`config.mk`:
```
export PLATFORM = sky130hd
export DESIGN_NAME = imem_arbiter_flat
export DESIGN_NICKNAME = d
export VERILOG_FILES = /design/src/rtl/imem_arb_pkg.sv /design/src/rtl/imem_arb_if.sv /design/src/rtl/imem_arb_starve.sv /design/src/rtl/imem_arbiter.sv /design/src/flat_wrapper.sv
export SDC_FILE = /design/constraint.sdc
export NUM_CORES = 1
export LEC_CHECK = 0
export CORE_AREA = 5 5 92 94
export DETAILED_ROUTE_END_ITERATION = 10
export DIE_AREA = 0 0 97 99
export HOLD_SLACK_MARGIN = 0.02
export MAX_ROUTING_LAYER = met4
export PLACE_DENSITY = 0.72
export SLEW_MARGIN = 20
export SYNTH_ARGS = -nofsm -noshare
export SYNTH_HDL_FRONTEND = slang
export SYNTH_SLANG_ARGS = --single-unit
```
`constraint.sdc`:
```
create_clock -name clk -period 5.35 [get_ports clk]
set_clock_uncertainty 0.2 [all_clocks]
set_input_delay 1.07 -clock clk [delete_from_list [all_inputs] [get_ports clk]]
set_output_delay 1.07 -clock clk [all_outputs]
set_load 0.01 [all_outputs]
```
`src/rtl/imem_arb_pkg.sv`:
```
// Shared types and sizing helpers for the instruction-memory arbiter.
// Owner encoding tracks which requester receives next cycle's response.
package imem_arb_pkg;

   localparam int DATA_W   = 32;
   // Wide enough for any STARVE_MAX in 1..15.
   localparam int STARVE_W = 4;

   typedef enum logic [1:0] {
      OWN_NONE  = 2'd0,
      OWN_FETCH = 2'd1,
      OWN_LOAD  = 2'd2
   } owner_t;

   function automatic int idx_w(input int depth);
      return (depth > 1) ? $clog2(depth) : 1;
   endfunction

endpackage

```
`src/rtl/imem_arb_if.sv`:
```
// Bundles the fetch port, loader port and RAM port of the arbiter.
// The slave modport is the arbiter's view; master is the surrounding system.
interface imem_arb_if #(
   parameter int DEPTH = 32
);
   import imem_arb_pkg::*;

   localparam int AW = idx_w(DEPTH);

   logic              f_valid;
   logic [DATA_W-1:0] f_addr;
   logic              f_ready;
   logic              f_rvalid;
   logic [DATA_W-1:0] f_rdata;
   logic              f_err;

   logic              l_valid;
   logic              l_we;
   logic [DATA_W-1:0] l_addr;
   logic [DATA_W-1:0] l_wdata;
   logic              l_ready;
   logic              l_rvalid;
   logic [DATA_W-1:0] l_rdata;
   logic              l_err;

   logic              m_en;
   logic              m_we;
   logic [AW-1:0]     m_waddr;
   logic [DATA_W-1:0] m_wdata;
   logic [DATA_W-1:0] m_rdata;

   modport slave (
      input  f_valid, f_addr, l_valid, l_we, l_addr, l_wdata, m_rdata,
      output f_ready, f_rvalid, f_rdata, f_err,
             l_ready, l_rvalid, l_rdata, l_err,
             m_en, m_we, m_waddr, m_wdata
   );

   modport master (
      output f_valid, f_addr, l_valid, l_we, l_addr, l_wdata, m_rdata,
      input  f_ready, f_rvalid, f_rdata, f_err,
             l_ready, l_rvalid, l_rdata, l_err,
             m_en, m_we, m_waddr, m_wdata
   );

endinterface

```
`src/rtl/imem_arb_starve.sv`:
```
// Saturating count of consecutive cycles the loader has lost to fetch.
// starve_hit forces the next loader grant once the limit is reached.
module imem_arb_starve
   import imem_arb_pkg::*;
#(
   parameter int STARVE_MAX = 4
) (
   input  logic clk,
   input  logic rst,
   input  logic inc,
   input  logic clr,
   output logic starve_hit
);

   logic [STARVE_W-1:0] cnt;

   // NOTE: sequential state uses non-blocking assignments so every register
   // samples pre-edge values regardless of process ordering.
   always_ff @(posedge clk or posedge rst) begin
      if (rst) begin
         cnt <= '0;
      end else if (clr) begin
         cnt <= '0;
      end else if (inc && (cnt != STARVE_W'(STARVE_MAX))) begin
         cnt <= cnt + 1'b1;
      end
   end

   assign starve_hit = (cnt == STARVE_W'(STARVE_MAX));

endmodule

```
`src/rtl/imem_arbiter.sv`:
```
// Fixed-priority arbiter sharing one synchronous-read instruction RAM between
// fetch and loader, with starvation relief and alignment/range checking.
module imem_arbiter
   import imem_arb_pkg::*;
#(
   parameter int DEPTH      = 32,
   parameter int STARVE_MAX = 4
) (
   input  logic       clk,
   input  logic       rst,
   imem_arb_if.slave  bus
);

   localparam int AW = idx_w(DEPTH);

   logic              grant_f, grant_l, granted, legal, starve_hit;
   logic [DATA_W-1:0] req_addr;
   owner_t            owner_q, owner_d;
   logic              err_q, err_d;
   logic              zero_q, zero_d;

   imem_arb_starve #(.STARVE_MAX(STARVE_MAX)) u_starve (
      .clk        (clk),
      .rst        (rst),
      .inc        (bus.l_valid && bus.f_valid && grant_f),
      .clr        (grant_l || !bus.l_valid),
      .starve_hit (starve_hit)
   );

   // Grants are masked during reset so every output reads 0 while rst is high.
   always_comb begin
      grant_l  = !rst && bus.l_valid && (!bus.f_valid || starve_hit);
      grant_f  = !rst && bus.f_valid && !grant_l;
      granted  = grant_f || grant_l;
      req_addr = grant_l ? bus.l_addr : bus.f_addr;
      legal    = (req_addr[1:0] == 2'b00) &&
                 ({2'b00, req_addr[31:2]} < 32'(DEPTH));
   end

   always_ff @(posedge clk or posedge rst) begin
      if (rst) begin
         owner_q <= OWN_NONE;
         err_q   <= 1'b0;
         zero_q  <= 1'b0;
      end else begin
         owner_q <= owner_d;
         err_q   <= err_d;
         zero_q  <= zero_d;
      end
   end

   // NOTE: defaults first in every combinational block keep it latch-free.
   always_comb begin
      owner_d = OWN_NONE;
      err_d   = 1'b0;
      zero_d  = 1'b0;
      if (grant_l) begin
         owner_d = OWN_LOAD;
      end else if (grant_f) begin
         owner_d = OWN_FETCH;
      end
      if (granted) begin
         err_d  = !legal;
         zero_d = !legal || (grant_l && bus.l_we);
      end
   end

   // Rejected requests never reach the RAM; write ack and errors return zero data.
   always_comb begin
      bus.f_ready  = grant_f;
      bus.l_ready  = grant_l;
      bus.m_en     = granted && legal;
      bus.m_we     = bus.m_en && grant_l && bus.l_we;
      bus.m_waddr  = bus.m_en ? req_addr[AW+1:2] : '0;
      bus.m_wdata  = bus.m_we ? bus.l_wdata : '0;
      bus.f_rvalid = (owner_q == OWN_FETCH);
      bus.l_rvalid = (owner_q == OWN_LOAD);
      bus.f_err    = bus.f_rvalid && err_q;
      bus.l_err    = bus.l_rvalid && err_q;
      bus.f_rdata  = (bus.f_rvalid && !zero_q) ? bus.m_rdata : '0;
      bus.l_rdata  = (bus.l_rvalid && !zero_q) ? bus.m_rdata : '0;
   end

endmodule

```
`src/flat_wrapper.sv`:
```
// flat-port wrapper written by rule: the top's interface ports become plain ports
module imem_arbiter_flat import imem_arb_pkg::*;
#(
   parameter int DEPTH      = 32,
   parameter int STARVE_MAX = 4
)
  (clk, rst, bus_f_valid, bus_f_addr, bus_l_valid, bus_l_we, bus_l_addr, bus_l_wdata, bus_m_rdata, bus_f_ready, bus_f_rvalid, bus_f_rdata, bus_f_err, bus_l_ready, bus_l_rvalid, bus_l_rdata, bus_l_err, bus_m_en, bus_m_we, bus_m_waddr, bus_m_wdata);
  imem_arb_if #(.DEPTH(DEPTH)) bus_i ();
  input  logic clk;
  input  logic rst;
  input wire logic [$bits(bus_i.f_valid)-1:0] bus_f_valid;
  input wire logic [$bits(bus_i.f_addr)-1:0] bus_f_addr;
  input wire logic [$bits(bus_i.l_valid)-1:0] bus_l_valid;
  input wire logic [$bits(bus_i.l_we)-1:0] bus_l_we;
  input wire logic [$bits(bus_i.l_addr)-1:0] bus_l_addr;
  input wire logic [$bits(bus_i.l_wdata)-1:0] bus_l_wdata;
  input wire logic [$bits(bus_i.m_rdata)-1:0] bus_m_rdata;
  output wire logic [$bits(bus_i.f_ready)-1:0] bus_f_ready;
  output wire logic [$bits(bus_i.f_rvalid)-1:0] bus_f_rvalid;
  output wire logic [$bits(bus_i.f_rdata)-1:0] bus_f_rdata;
  output wire logic [$bits(bus_i.f_err)-1:0] bus_f_err;
  output wire logic [$bits(bus_i.l_ready)-1:0] bus_l_ready;
  output wire logic [$bits(bus_i.l_rvalid)-1:0] bus_l_rvalid;
  output wire logic [$bits(bus_i.l_rdata)-1:0] bus_l_rdata;
  output wire logic [$bits(bus_i.l_err)-1:0] bus_l_err;
  output wire logic [$bits(bus_i.m_en)-1:0] bus_m_en;
  output wire logic [$bits(bus_i.m_we)-1:0] bus_m_we;
  output wire logic [$bits(bus_i.m_waddr)-1:0] bus_m_waddr;
  output wire logic [$bits(bus_i.m_wdata)-1:0] bus_m_wdata;
  assign bus_i.f_valid = bus_f_valid;
  assign bus_i.f_addr = bus_f_addr;
  assign bus_i.l_valid = bus_l_valid;
  assign bus_i.l_we = bus_l_we;
  assign bus_i.l_addr = bus_l_addr;
  assign bus_i.l_wdata = bus_l_wdata;
  assign bus_i.m_rdata = bus_m_rdata;
  assign bus_f_ready = bus_i.f_ready;
  assign bus_f_rvalid = bus_i.f_rvalid;
  assign bus_f_rdata = bus_i.f_rdata;
  assign bus_f_err = bus_i.f_err;
  assign bus_l_ready = bus_i.l_ready;
  assign bus_l_rvalid = bus_i.l_rvalid;
  assign bus_l_rdata = bus_i.l_rdata;
  assign bus_l_err = bus_i.l_err;
  assign bus_m_en = bus_i.m_en;
  assign bus_m_we = bus_i.m_we;
  assign bus_m_waddr = bus_i.m_waddr;
  assign bus_m_wdata = bus_i.m_wdata;
  imem_arbiter #(.DEPTH(DEPTH), .STARVE_MAX(STARVE_MAX)) u_core (.clk(clk), .rst(rst), .bus(bus_i));
endmodule
```
Word level (Yosys, flattened, before mapping)

Index checks and enable logic that the tools add are counted.

$add $sub $neg: 1
$lt $le $gt $ge: 1
Equality and inequality tests: 4
Mux-type cells: 11
Reductions and logical operators: 28

Operators with widths:

| cell                                                 | count |
|---|---|
| 2-to-1 mux 32 bit                                    | 4 |
| < comparator 30 x 6 -> 1 bit (second input constant) | 1 |
| logical AND 1 bit                                    | 16 |
| 2-to-1 mux 4 bit                                     | 2 |
| logical NOT 1 bit                                    | 6 |
| 2-to-1 mux 5 bit                                     | 1 |
| adder 4 x 1 -> 4 bit (second input constant)         | 1 |
| equality test 4 x 3 -> 1 bit (second input constant) | 1 |
| logical OR 1 bit                                     | 4 |
| != test 4 x 3 -> 1 bit (second input constant)       | 1 |
| 2-to-1 mux 1 bit                                     | 3 |
| equality test 2 x 1 -> 1 bit (second input constant) | 1 |
| equality test 2 bit (second input constant)          | 1 |
| logical NOT 2 bit                                    | 1 |
| 2-to-1 mux 2 bit                                     | 1 |
| nonzero test 2 bit                                   | 1 |

Register bits: 8
Bits of input ports: 133
Output and inout port bits: 109
Word-level logic and storage cells: 49

Depth between registers and ports, before layout

Gate-level depths: netlist of run 1.

Depth in word-level cells: 10
Depth in mapped cells: 8
Mapped depth without buffers: 7

By module

Synthesis of run 1 repeated with hierarchy kept, for this count alone.

Cells, all modules: 201
Area, all modules: 1422.6 um2

By module, submodules not included:

| module          | instances | cells an instance | area an instance (um2) | seq. area each (um2) |
|---|---|---|---|---|
| imem_arbiter    | 1         | 176               | 1184.9                 | 100.1 |
| imem_arb_starve | 1         | 25                | 237.7                  | 100.1 |

Worst setup path before layout of run 1

Ideal clock, no wire load.

Path kind: input port to output port
From: input port bus_f_valid
To: output port bus_m_waddr[0]
Data arrival time: 2.334 ns
Data required time: 4.080 ns
Slack: 1.746 ns
Stages on the path: 6
Path buffers: 1
Path through: inv_2 > o21ai_4 > inv_4 > or3_1 > buf_2 > a211oi_1

Word-level cells in the longest chain between the ends: 8
Elaborated cells between the ends (all ways): 13
Classes of those cells: order compare: 1; mux: 2; reduce/logical: 10

Ends and longest elaborated chain:

| element                                                       | RTL line                               | text |
|---|---|---|
| from (decl)                                                   | flat_wrapper.sv:11                     | `input wire logic [$bits(bus_i.f_valid)-1:0] bus_f_valid;` |
| logical NOT 1 bit *                                           | imem_arbiter.sv:32                     | `grant_l = !rst && bus.l_valid && (!bus.f_valid \|\| starve_hit);` |
| logical OR 1 bit *                                            | imem_arbiter.sv:32                     |  |
| logical AND 1 bit *                                           | imem_arbiter.sv:32                     |  |
| named net bus_l_ready                                         | flat_wrapper.sv:22                     | `output wire logic [$bits(bus_i.l_ready)-1:0] bus_l_ready;` |
| 2-to-1 mux 32 bit / logical NOT 1 bit (equally long branches) | imem_arbiter.sv:35, imem_arbiter.sv:33 |  |
| < comparator 30 x 6 -> 1 bit, or another cell as far along    | imem_arbiter.sv:37                     | `({2'b00, req_addr[31:2]} < 32'(DEPTH));` |
| logical AND 1 bit / logical OR 1 bit (equally long branches)  | imem_arbiter.sv:36, imem_arbiter.sv:34 |  |
| logical AND 1 bit                                             | imem_arbiter.sv:72                     | `bus.m_en = granted && legal;` |
| 2-to-1 mux 5 bit *                                            | imem_arbiter.sv:74                     | `bus.m_waddr = bus.m_en ? req_addr[AW+1:2] : '0;` |
| to (decl)                                                     | flat_wrapper.sv:28                     | `output wire logic [$bits(bus_i.m_waddr)-1:0] bus_m_waddr;` |

The timed path passes the listed nets; every way through them passes the cells marked *.

Final worst setup path of run 1

From: input port bus_f_valid
To: output port bus_m_waddr[3]

Word-level cells in the longest chain between the ends: 8
Elaborated cells between the ends (all ways): 13
Classes of those cells: order compare: 1; mux: 2; reduce/logical: 10

Ends and longest elaborated chain:

| element                                                       | RTL line |
|---|---|
| logical NOT 1 bit                                             | imem_arbiter.sv:32 |
| logical OR 1 bit                                              | imem_arbiter.sv:32 |
| logical AND 1 bit                                             | imem_arbiter.sv:32 |
| 2-to-1 mux 32 bit / logical NOT 1 bit (equally long branches) | imem_arbiter.sv:35, imem_arbiter.sv:33 |
| < comparator 30 x 6 -> 1 bit, or another cell as far along    | imem_arbiter.sv:37 |
| logical AND 1 bit / logical OR 1 bit (equally long branches)  | imem_arbiter.sv:36, imem_arbiter.sv:34 |
| logical AND 1 bit                                             | imem_arbiter.sv:72 |
| 2-to-1 mux 5 bit *                                            | imem_arbiter.sv:74 |

Every way passes the cells marked *; elsewhere a longest branch is shown, timed or not.

==> results of run 1 <==
[cell type report]
type                       count  area share
sequential                     8     0.05131
multi-input combinational    165      0.2749
timing repair buffer         244      0.6241
inverter                       6    0.006414
tap                          102     0.03271
clock buffer                   3     0.01058
[per-stage QoR]
step                total power, uW  hold WS (ns)  std cells    util
finish                        302.6        0.3902        528  0.5155
floorplan                     100.1        0.3372        189       -
global placement              233.4        0.3594        525  0.5101
detailed placement            235.9        0.3794        525  0.5101
global route                  319.0        0.4013        528  0.5155
CTS                           307.2        0.3861        528  0.5155
[worst reg2reg max path, stage by stage (launching register included)]
cell      delay (ns)
dfrtp_1         0.39
inv_1           0.08
ha_1            0.22
and3b_4         0.20
a211oi_1        0.41
o21ai_0         0.18
o21ai_0         0.12
[flip-flops by register name, indices dropped and copies added (netlist names)]
register,count
u_core.u_starve.cnt,4
u_core.err_q,1
u_core.owner_q,2
u_core.zero_q,1
[kinds of logic after synthesis]
group,after synthesis
buffers and inverters,16
AO/OA/AOI/OAI,18
flip-flops,8
AND/OR/NAND/NOR,140
adder cells (fa/ha/maj),2
multiplexers,5
[path summary, 6_finish.rpt]
| check | startpoint | endpoint | slack [ns] | depth (start not counted) |
|---|---|---|---|---|
| max | bus_f_valid | bus_m_waddr[3] | 0.57 | 7 |
| min | u_core.u_starve.cnt[0]$_DFFE_PP0P_ | u_core.u_starve.cnt[0]$_DFFE_PP0P_ | 0.39 | 2 |
| max reg2reg | u_core.u_starve.cnt[0]$_DFFE_PP0P_ | u_core.zero_q$_DFF_PP0_ | 3.47 | 6 |
| min reg2reg | u_core.u_starve.cnt[0]$_DFFE_PP0P_ | u_core.u_starve.cnt[0]$_DFFE_PP0P_ | 0.39 | 2 |
| max in group asynchronous | rst | u_core.owner_q[1]$_DFF_PP0_ | 3.55 | 2 |
| min in group asynchronous | rst | u_core.u_starve.cnt[0]$_DFFE_PP0P_ | 1.11 | 2 |
[routing by layer]
layer / wire (microns) / part of all wire / vias to the layer above
met2: 4443 / 0.55 / 154
met3: 839 / 0.10 / 12
met1: 2646 / 0.33 / 938
met4: 174 / 0.021 / 0
li1: - / - / 1117
met5: 0 / 0 / -
[synthesized netlist by cell type, types with 4 or more instances]
cell,instances
and2_1,99
nor4_1,13
clkbuf_1,9
dfrtp_1,8
a211oi_1,6
mux2i_1,5
nand3_1,5
nor2b_1,5
o21ai_0,5
inv_1,4
nand2_1,4
[where the power goes]
| group | switching (uW) | internal [uW] |
|---|---|---|
| Sequential | 1.50 | 63.2 |
| Combinational | 46.9 | 121 |
| Clock | 21.4 | 48.5 |
==> metrics.cfg, run 1 <==
[outcome]
status = finished, final reports clean

[yosys]
synth_top_cell_area_share = 0.4635
synthMuxAreaShare = 0.03745
yosys.area.top_type = and2_1
synth_compound_area_frac = 0.09551
yosys_warnings = 0
synthAdderAreaFrac = 0.01873
netlist_area_sq_mm = 0.001336
yosysUniqueCellTypes = 28
syn_nets = 324
synth.ff_latch_count = 8
synthSimpleGateAreaFrac = 0.6507
synth-xor-area-share = 0
synth_edf_count = 0
synth.avg_cell_area_sq_um = 7.070
synthFlopType = dfrtp_1
seq_area_frac_synth = 0.1498
synth_top_family_by_area = simple AND/OR/NAND/NOR gates
syn_inst = 189
synthArstFlopShare = 1.000
synth.area.top_cells = and2_1, dfrtp_1, nor4_1

[critical_path]
crit_type = primary input to output pin
crit_path_cell_trace = clkdlybuf4s50_1, inv_2, o21ai_4, inv_4, or3_1, a211oi_1, clkdlybuf4s50_1
critPathSlowestCell = clkdlybuf4s50_1
cp-start-kind = primary input
crit_top_cell = clkdlybuf4s50_1
cp.arrival_ns = 3.51
crit_fanout = 7
end_kind = output pin
crit_buf_inv = 4
cp.required_ns = 4.08
crit_family = buffers and inverters
crit_path_max_incr_delay_ns = 0.59

[place]
pre_cts_ws_ns = 0.5612
io_buffers = 241
hpwl_microns = 7503
gp_congestion = 0.8463
placed_area_sq_mm = 0.003860

[floorplanning]
fp.dieW_microns = 97
dieHeight_microns = 99
dieArea_sq_mm = 0.009603
pin_count = 242
core_sq_mm = 0.007567
start_util = 0.1766
num_rows = 32

[final_layout]
n_fill_cell = 694
fin_nets = 563
design_area_sq_mm = 0.003901
drive_gt1_frac = 0.02347
multi_input_area_sq_mm = 0.001072
antenna_cells = 0
final_cell_mix = clkdlybuf4s50_1, and2_1, nor4_1
seqCellArea_sq_um = 200.2
layout_commonest_cell = clkdlybuf4s50_1
syn_to_final_growth_pct = 191.9

[clocking]
numClockSinks = 8
cts_setup_buffers = 0
cts_tree = yes
cts_resized = 0
cts_buffer_depth = 2
clkTransAtPathRegs_ns = 0.04
cts-hold-fix-buffers = 0
cts_buffers = 3
ctsHtreeMaxLevel = 1
insertion_delay_ns = 0.22
cts-root-buf = clkbuf_8

[global_routing]
use_met2 = 0.3206
top_usage_layer = met2
grt_pass1_wl_microns = 12050
grt_max_degree = 34
grt_util_met3 = 0.05025
grt_overflow = 0
grt_pass1_vias = 2355
antenna_found_initial = 0
grt_use_total = 0.1604
met1_usage = 0.1418

[timing]
setup_violations = 0
maxSlewViolCount = 0
finalSetupTns_ns = 0
worst_slew_pin_slew_ns = 0.7445
period_share = 0.8935
fin_ws_ns = 0.5698
rsz0062_at_grt = false
period_minus_slack_ns = 4.780
hold_viol = 0
relSlewSlack = 0.4984
fmax_mhz = 209.2

[drt]
drc = 0
first_iter_violations = 53
ant_nets = 0
wl_microns = 8102
dr_total_vias = 2221
viasPerCell = 4.206
wl_per_cell_microns = 15.34
drtPass1Iterations = 4

[job]
maxCapViolations = 0

[power_and_ir_drop]
irDropWorstVdd_mv = 0.04771
p_leak_uw = 0.001491
p_per_area_mw_per_mm2 = 77.57

[min_path]
holdCritPathClass = register to register

Note: power is estimated with default switching activity, not from simulation.
==> inputs of run 2 (changes only) <==
CORE_AREA = 2 2 94 96   (was 5 5 92 94)
DIE_AREA = 0 0 96 98   (was 0 0 97 99)
PLACE_DENSITY = 0.66   (was 0.72)
==> run 2 against run 1 <==
  * First-iteration DRC count down 47%
  * Combinational power hardly changed
  * Wire length decreased by 4.5%
  * Global-route usage decreased by 0.40 points
  * Hold slack about the same
  * Via count increased by 1.2%
  * Non-clock buffer count stayed put
  * Sequential power about the same
  * Worst setup slack got worse by 0.057 ns
  * Maximum frequency fell by 1.2%
  * Die area shrank 2.0%
  * Critical endpoint is now bus_m_waddr[2]
  * Highest routed layer unchanged
==> metrics.cfg, run 2 (synthesized netlist as in run 1, its figures left out) <==
[critical_path]
crit_top_cell = clkdlybuf4s50_1  ; unchanged
rr_startpoint = u_core.u_starve.cnt[0]$_DFFE_PP0P_  ; unchanged
crit_start = bus_f_valid  ; unchanged
crit_path_cell_trace = clkdlybuf4s50_1, inv_2, o21ai_4, inv_4, or3_1, a211oi_1, clkdlybuf4s50_1  ; unchanged
crit_family = buffers and inverters  ; unchanged
end_kind = output pin  ; unchanged
critPathSlowestCell = clkdlybuf4s50_1  ; unchanged
crit_buf_inv = 4  ; unchanged
cp.required_ns = 4.08  ; about the same
crit_fanout = 7  ; unchanged
crit_type = primary input to output pin  ; unchanged
cp.arrival_ns = 3.57  ; was 3.51 ns
crit_path_max_incr_delay_ns = 0.60  ; was 0.59 ns
cp-start-kind = primary input  ; unchanged

[timing]
relSlewSlack = 0.3205  ; was 0.4984
finalSetupTns_ns = 0  ; unchanged
setup_violations = 0  ; unchanged
worst_slew_pin_slew_ns = 1.009  ; was 0.7445 ns
whs_ns = 0.3902  ; about the same
period_share = 0.9041  ; was 0.8935
maxSlewViolCount = 0  ; unchanged
hold_viol = 0  ; unchanged
fin_ws_ns = 0.5133  ; was 0.5698 ns
rsz0062_at_grt = false  ; unchanged
period_minus_slack_ns = 4.837  ; was 4.780 ns
fmax_mhz = 206.8  ; was 209.2 MHz

[drt]
first_iter_violations = 28  ; was 53
wl_per_cell_microns = 14.49  ; was 15.34 microns
drtPass1Iterations = 4  ; unchanged
wl_microns = 7738  ; was 8102 microns
ant_nets = 0  ; unchanged
viasPerCell = 4.210  ; was 4.206
drc = 0  ; unchanged
dr_total_vias = 2248  ; was 2,221

[clocking]
insertion_delay_ns = 0.23  ; was 0.22 ns
cts_buffers = 3  ; unchanged
numClockSinks = 8  ; unchanged
cts-hold-fix-buffers = 0  ; unchanged
cts_setup_buffers = 0  ; unchanged
cts-root-buf = clkbuf_8  ; unchanged
cts_tree = yes  ; unchanged
clkTransAtPathRegs_ns = 0.05  ; was 0.04 ns
ctsHtreeMaxLevel = 1  ; unchanged
cts_resized = 0  ; unchanged
cts_buffer_depth = 2  ; unchanged

[final_layout]
drive_gt1_frac = 0.02347  ; unchanged
syn_to_final_growth_pct = 192.5  ; was 191.9%
largest_reg_flops = 4  ; unchanged
final_cell_mix = clkdlybuf4s50_1, and2_1, nor4_1  ; unchanged
fin_nets = 563  ; unchanged
antenna_cells = 0  ; unchanged
layout_commonest_cell = clkdlybuf4s50_1  ; unchanged
n_fill_cell = 835  ; was 694
multi_input_area_sq_mm = 0.001072  ; unchanged
seqCellArea_sq_um = 200.2  ; unchanged
fin_cells = 534  ; was 528
reg_top3 = u_core.u_starve.cnt (4), u_core.owner_q (2)  ; unchanged
top_register = u_core.u_starve.cnt  ; unchanged

[floorplanning]
core_sq_mm = 0.008466  ; was 0.007567 sq mm
start_util = 0.1578  ; was 0.1766
pin_count = 242  ; unchanged
num_rows = 34  ; was 32
fp.dieW_microns = 96  ; was 97 microns
dieArea_sq_mm = 0.009408  ; was 0.009603 sq mm
dieHeight_microns = 98  ; was 99 microns

[global_routing]
grt_pass1_wl_microns = 11190  ; was 12,050 microns
grt_max_degree = 34  ; unchanged
grt_use_total = 0.1564  ; was 0.1604
grt_overflow = 0  ; unchanged
grt_pass1_vias = 2325  ; was 2,355
antenna_found_initial = 0  ; unchanged

[place]
dp.cells = 531  ; was 525
io_buffers = 241  ; unchanged
pre_cts_ws_ns = 0.5036  ; was 0.5612 ns
hpwl_microns = 7040  ; was 7503 microns
gp_congestion = 0.7933  ; was 0.8463

[power_and_ir_drop]
p_leak_uw = 0.001491  ; unchanged
irDropWorstVdd_mv = 0.05222  ; was 0.04771 mV
p_per_area_mw_per_mm2 = 78.68  ; was 77.57 mW/mm^2

[min_path]
holdCritPathClass = register to register  ; unchanged
hp-start = u_core.u_starve.cnt[0]$_DFFE_PP0P_  ; unchanged

[outcome]
status = finished, final reports clean  ; unchanged

[job]
maxCapViolations = 0  ; unchanged

-- run 2: cell counts in the layout (fill, tap and decap cells not counted) --
No cell type changed its count.
-- run 2: tightest hold or removal path: stages (launching register included) --
cell and delay, ns:
dfrtp_1 0.41, nand2_1 0.07, a21boi_0 0.07
-- run 2: path summary, 6_finish.rpt --
path,to,slack [ns],cells after the start
max,bus_m_waddr[2],0.51,7
min,u_core.u_starve.cnt[0]$_DFFE_PP0P_,0.39,2
max reg2reg,u_core.u_starve.cnt[3]$_DFFE_PP0P_,3.44,6
min reg2reg,u_core.u_starve.cnt[0]$_DFFE_PP0P_,0.39,2
max in group asynchronous,u_core.owner_q[1]$_DFF_PP0_,3.55,2
min in group asynchronous,u_core.u_starve.cnt[2]$_DFFE_PP0P_,1.10,2
-- run 2: where the power goes --
| part | internal [uW] | leakage (uW) | switching (uW) |
|---|---|---|---|
| registers | 63.2 | 0.000106 | 1.59 |
| clock network | 48.9 | 0.0000216 | 25.1 |
| logic | 121 | 0.00136 | 47.5 |
| total | 233 | 0.00149 | 74.3 |
-- run 2: layout make-up --
class,count,area share
timing repair buffer,244,0.6229
multi-input combinational,165,0.2743
clock buffer,3,0.01056
inverter,6,0.006402
tap,108,0.03457
sequential,8,0.05122
-- run 2: through the flow --
stage	power, uW	util	cell area (sq um)
finish	307.5	0.4617	3909
CTS	309.8	0.4617	3909
detailed placement	236.3	0.4568	3867
floorplan	100.1	-	1336
global route	325.1	0.4617	3909
global placement	234.1	0.4568	3867
-- run 2: routing by layer --
| layer | share of wire | track usage | vias up | wire length, microns |
|---|---|---|---|---|
| met5 | 0 | - | - | 0 |
| met4 | 0.020 | 0.04286 | 0 | 158 |
| met3 | 0.11 | 0.03549 | 10 | 870 |
| met2 | 0.55 | 0.3141 | 150 | 4246 |
| met1 | 0.32 | 0.1398 | 977 | 2462 |
| li1 | - | - | 1111 | - |
==> edit 1 (config.mk and constraints of run 2) <==
Set the package constant `STARVE_W` to 3 (it was 4).
--- a/src/rtl/imem_arb_pkg.sv
+++ b/src/rtl/imem_arb_pkg.sv
@@ -5,5 +5,5 @@
    localparam int DATA_W   = 32;
    // Wide enough for any STARVE_MAX in 1..15.
-   localparam int STARVE_W = 4;
+   localparam int STARVE_W = 3;
 
    typedef enum logic [1:0] {
Behaviour: no difference found for any inputs over 10 cycles, from zero or initial values and one cycle with rst high; that may be too few to reach the edited logic, so the function may still have changed.
==> edit 1 against run 2 <==
Setup slack better by 56 ps; first-iteration DRC count grew 68%; synthesized area fell by 2.0%; routed wire length is 12% lower; sequential cell count fell by 1; final area shrank 0.61%; total power down 0.71%; critical path type unchanged; largest cell class unchanged; sequential power fell by 12%.
==> edit 1: results (changes against run 2) <==
| Metric | Value |
|---|---|
| Status | complete, no violations |
| Total setup buffers inserted after CTS | 0 (unchanged) |
| Placed inst area | 3840 um2 (-0.71%) |
| Ant diodes | 0 (unchanged) |
| Layout cells sized above 1 | 0.0385 (+0.0150) |
| GRT Util Overall | 0.135 (-0.0209) |
| CP Data Arrival Time | 3510 ps (-60 ps) |
| Routed wire length | 6820 um (-12%) |
| VDD IR max | 54.7 uV (+4.8%) |
| Vias in the first global route | 2111 (-9.2%) |
| DR WL/cell | 13.0 um (-10%) |
| Proportion of synthesized area in mux cells | 0.0382 (+0.000751) |
| Register area share after synthesis | 0.134 (-0.0161) |
| CP max stage cell | or4_1 |
| Final #Nets | 552 (-2.0%) |
| Synth Net Count | 315 (-2.8%) |
| Post-synthesis compound-gate area fraction | 0.0917 (-0.00382) |
| Reg clk slew, reported paths | 40 ps |
| Vias per inst | 4.10 (-2.6%) |
| Yosys top cell by area | and2_1 |
| Async S/R FF share, synth | 1.00 (unchanged) |
| GP Congestion | 0.781 (-1.6%) |
| Slowest stage delay, CP | 680 ps (+80 ps) |
| Post-DP HPWL | 6260 um (-11%) |
| Pleak | 1.46 nW (-1.7%) |
| Worst min-delay path class | flip-flop to flip-flop |
| First-pass GRT wire length | 9890 um (-12%) |
| Cells after Synth | 180 (-4.8%) |
| Hold path depth | 2 (unchanged) |
| Worst skew pair latency | 220 ps |
| 1st-iter DRT viols | 47 (+68%) |
| Commonest cells post-synth | and2_1, nor4_1, clkbuf_1, dfrtp_1, nor2b_1 |
| Area of the multi-input gates | 1080 um2 (+0.35%) |
| CTS resizes | 0 (unchanged) |
| Drt first pass iters | 6 (+2) |
| Bufs on Longest Clock Path | 2 (unchanged) |
| Initial antenna violation count | 0 (unchanged) |
| Yosys warns | 0 (unchanged) |
| Worst Tran Pin Value | 820 ps (-189 ps) |
| CTS Root Buffer Type | clkbuf_8 |
| CP Max Fanout | 8 (+1) |
| Largest regs | u_core.u_starve.cnt x3, u_core.owner_q x2 |
| Adder-cell share of the synthesized area | 0.0191 (+0.000376) |
| Num CTS Buffers | 3 (unchanged) |
| R2R cell count | 7 (+1) |
| Largest net degree at the start of global routing | 34 (unchanged) |
| Top area cells in the synthesized netlist | and2_1, dfrtp_1, nor4_1 |
| Setup Slack @ Placement | 556 ps (+52.3 ps) |
| XOR/XNOR Fraction of Synth Area | 0 (unchanged) |
| Fillers | 839 (+0.48%) |
| Yosys cell types | 27 (-3.6%) |
## edit 1: layout make-up
type	instances	area share
tap	108	0.0348
clock buffer	4	0.0116
inverter	5	0.00483
multi-input combinational	156	0.277
sequential	7	0.0451
timing repair buffer	244	0.627
## edit 1: final timing paths
path,slack [ps],end,from
setup / recovery,570,bus_m_waddr[1],rst
hold / removal,370,u_core.u_starve.cnt[1],u_core.u_starve.cnt[1]
setup reg to reg,3400,u_core.zero_q,u_core.u_starve.cnt[0]
hold reg to reg,370,u_core.u_starve.cnt[1],u_core.u_starve.cnt[1]
max in group asynchronous,3600,u_core.owner_q[0],rst
min in group asynchronous,1140,u_core.u_starve.cnt[2],rst
## edit 1: metal layers
layer,vias to the layer above,global-route usage,share of wire
met2,150,0.260,0.52
li1,1071,-,-
met1,920,0.138,0.34
met5,-,-,0
met3,8,0.0278,0.12
met4,0,0.0264,0.012
## edit 1: report_power, final
group / switching, mW / internal [mW]
sequential: 0.00141 / 0.0557
combinational: 0.0497 / 0.126
clock: 0.0213 / 0.0514
==> edit 2 (config.mk and constraints of run 2) <==
Without the edit above. Re-encode `owner_t` (3 values) as one-hot, 3 bits wide.
--- a/src/rtl/imem_arb_pkg.sv
+++ b/src/rtl/imem_arb_pkg.sv
@@ -7,8 +7,8 @@
    localparam int STARVE_W = 4;
 
-   typedef enum logic [1:0] {
-      OWN_NONE  = 2'd0,
-      OWN_FETCH = 2'd1,
-      OWN_LOAD  = 2'd2
+   typedef enum logic [2:0] {
+      OWN_NONE  = 3'b001,
+      OWN_FETCH = 3'b010,
+      OWN_LOAD  = 3'b100
    } owner_t;
 
Function: no difference found for any inputs over 10 cycles, from zero or initial values and one cycle with rst high; not proved beyond that.
==> edit 2 against run 2 <==
Count of clock-buffer cells in the layout grew 1; synthesized area grew 3.9%; setup slack gained 39 ps; sequential power grew 13%; synthesized cell count grew 0.53%; global-route usage grew 0.41 points; first-iteration DRC count grew 68%; non-clock buffer count is the same; sequential cell count grew 1; total power shrank 3.0%; final area grew 1.4%; routed wire length grew 1.6%; register-to-register slack gained 40 ps.
==> edit 2: results (changes against run 2) <==
| Metric | Value |
|---|---|
| Bufs on Longest Clock Path | 2 (unchanged) |
| Status | complete, no violations |
| Syn_area_per_cell | 7.31 um2 (+3.4%) |
| Initial antenna violation count | 1 (+1) |
| Vias per inst | 4.19 (-0.38%) |
| CTS resizes | 0 (unchanged) |
| GP Congestion | 0.890 (+12%) |
| CP Data Arrival Time | 3530 ps (-40 ps) |
| GRT met1 Usage | 0.154 (+0.0142) |
| Pleak | 1.51 nW (+1.1%) |
| Largest net degree at the start of global routing | 34 (unchanged) |
| DR WL/cell | 14.6 um (+0.98%) |
| First-pass GRT wire length | 11500 um (+2.4%) |
| RR Endpoint | u_core.zero_q |
| Vias in the first global route | 2306 (-0.82%) |
| Met3 usage | 0.0262 (-0.00926) |
| Commonest cells post-synth | and2_1, nor4_1, clkbuf_1, dfrtp_1 |
| Placed inst area | 3920 um2 (+1.3%) |
| WL met1 | 2700 um (+9.7%) |
| Synth Net Count | 325 (+0.31%) |
| Setup Slack @ Placement | 538 ps (+34.9 ps) |
| Logic gate share of total power | 0.487 (-0.062) |
| Slowest stage delay, CP | 580 ps (-20 ps) |
| 1st-iter DRT viols | 47 (+68%) |
| Post-DP HPWL | 7160 um (+1.8%) |
| Crit path time final | 4800 ps (-38.5 ps) |
| Placed cells | 532 (+0.19%) |
| Register area share after synthesis | 0.163 (+0.0133) |
| Drt first pass iters | 3 (-1) |
| DR WL met2 | 4150 um (-2.2%) |
| DR WL met3 | 802 um (-7.8%) |
| Total combinational power | 0.145 mW (-14%) |
| GRT Util Overall | 0.160 (+0.00408) |
| Internal power | 0.230 mW (-1.4%) |
| FF-to-FF setup slack | 3480 ps (+40 ps) |
| VDD IR max | 60.4 uV (+16%) |
| Power in the clock group | 0.0797 mW (+7.7%) |
| Worst Tran Pin Value | 791 ps (-217 ps) |
edit 2: changes by cell type after synthesis, sizes merged:
| cell | delta |
|---|---|
| dfstp | +1 |
| nor3b | +2 |
| nor2b | -2 |
edit 2: final cells by class:
cell class | instances | area, um2
antenna | 1 | 2.50
clock buffer | 4 | 45.0
fill | 846 | 4500
inverter | 6 | 25.0
multi-input combinational | 165 | 1100
sequential | 9 | 226
tap | 108 | 135
timing repair buffer | 244 | 2430
edit 2: logic make-up (layout without fill, tap and decap cells):
kind of cell | after synthesis | count (layout) | synth area share
mux | 5 | 5 | 0.0360
compound gates | 18 | 18 | 0.110
other cells | 0 | 1 | 0
simple gates | 140 | 140 | 0.625
flops | 9 | 9 | 0.163
buf+inv | 16 | 254 | 0.0477
fa+ha+maj | 2 | 2 | 0.0180
edit 2: tightest hold or removal path, delay by kind of cell, from the launching register on:
family          cells  cell delay (ps)
simple gates        1               70
flops               1              400
compound gates      1               50
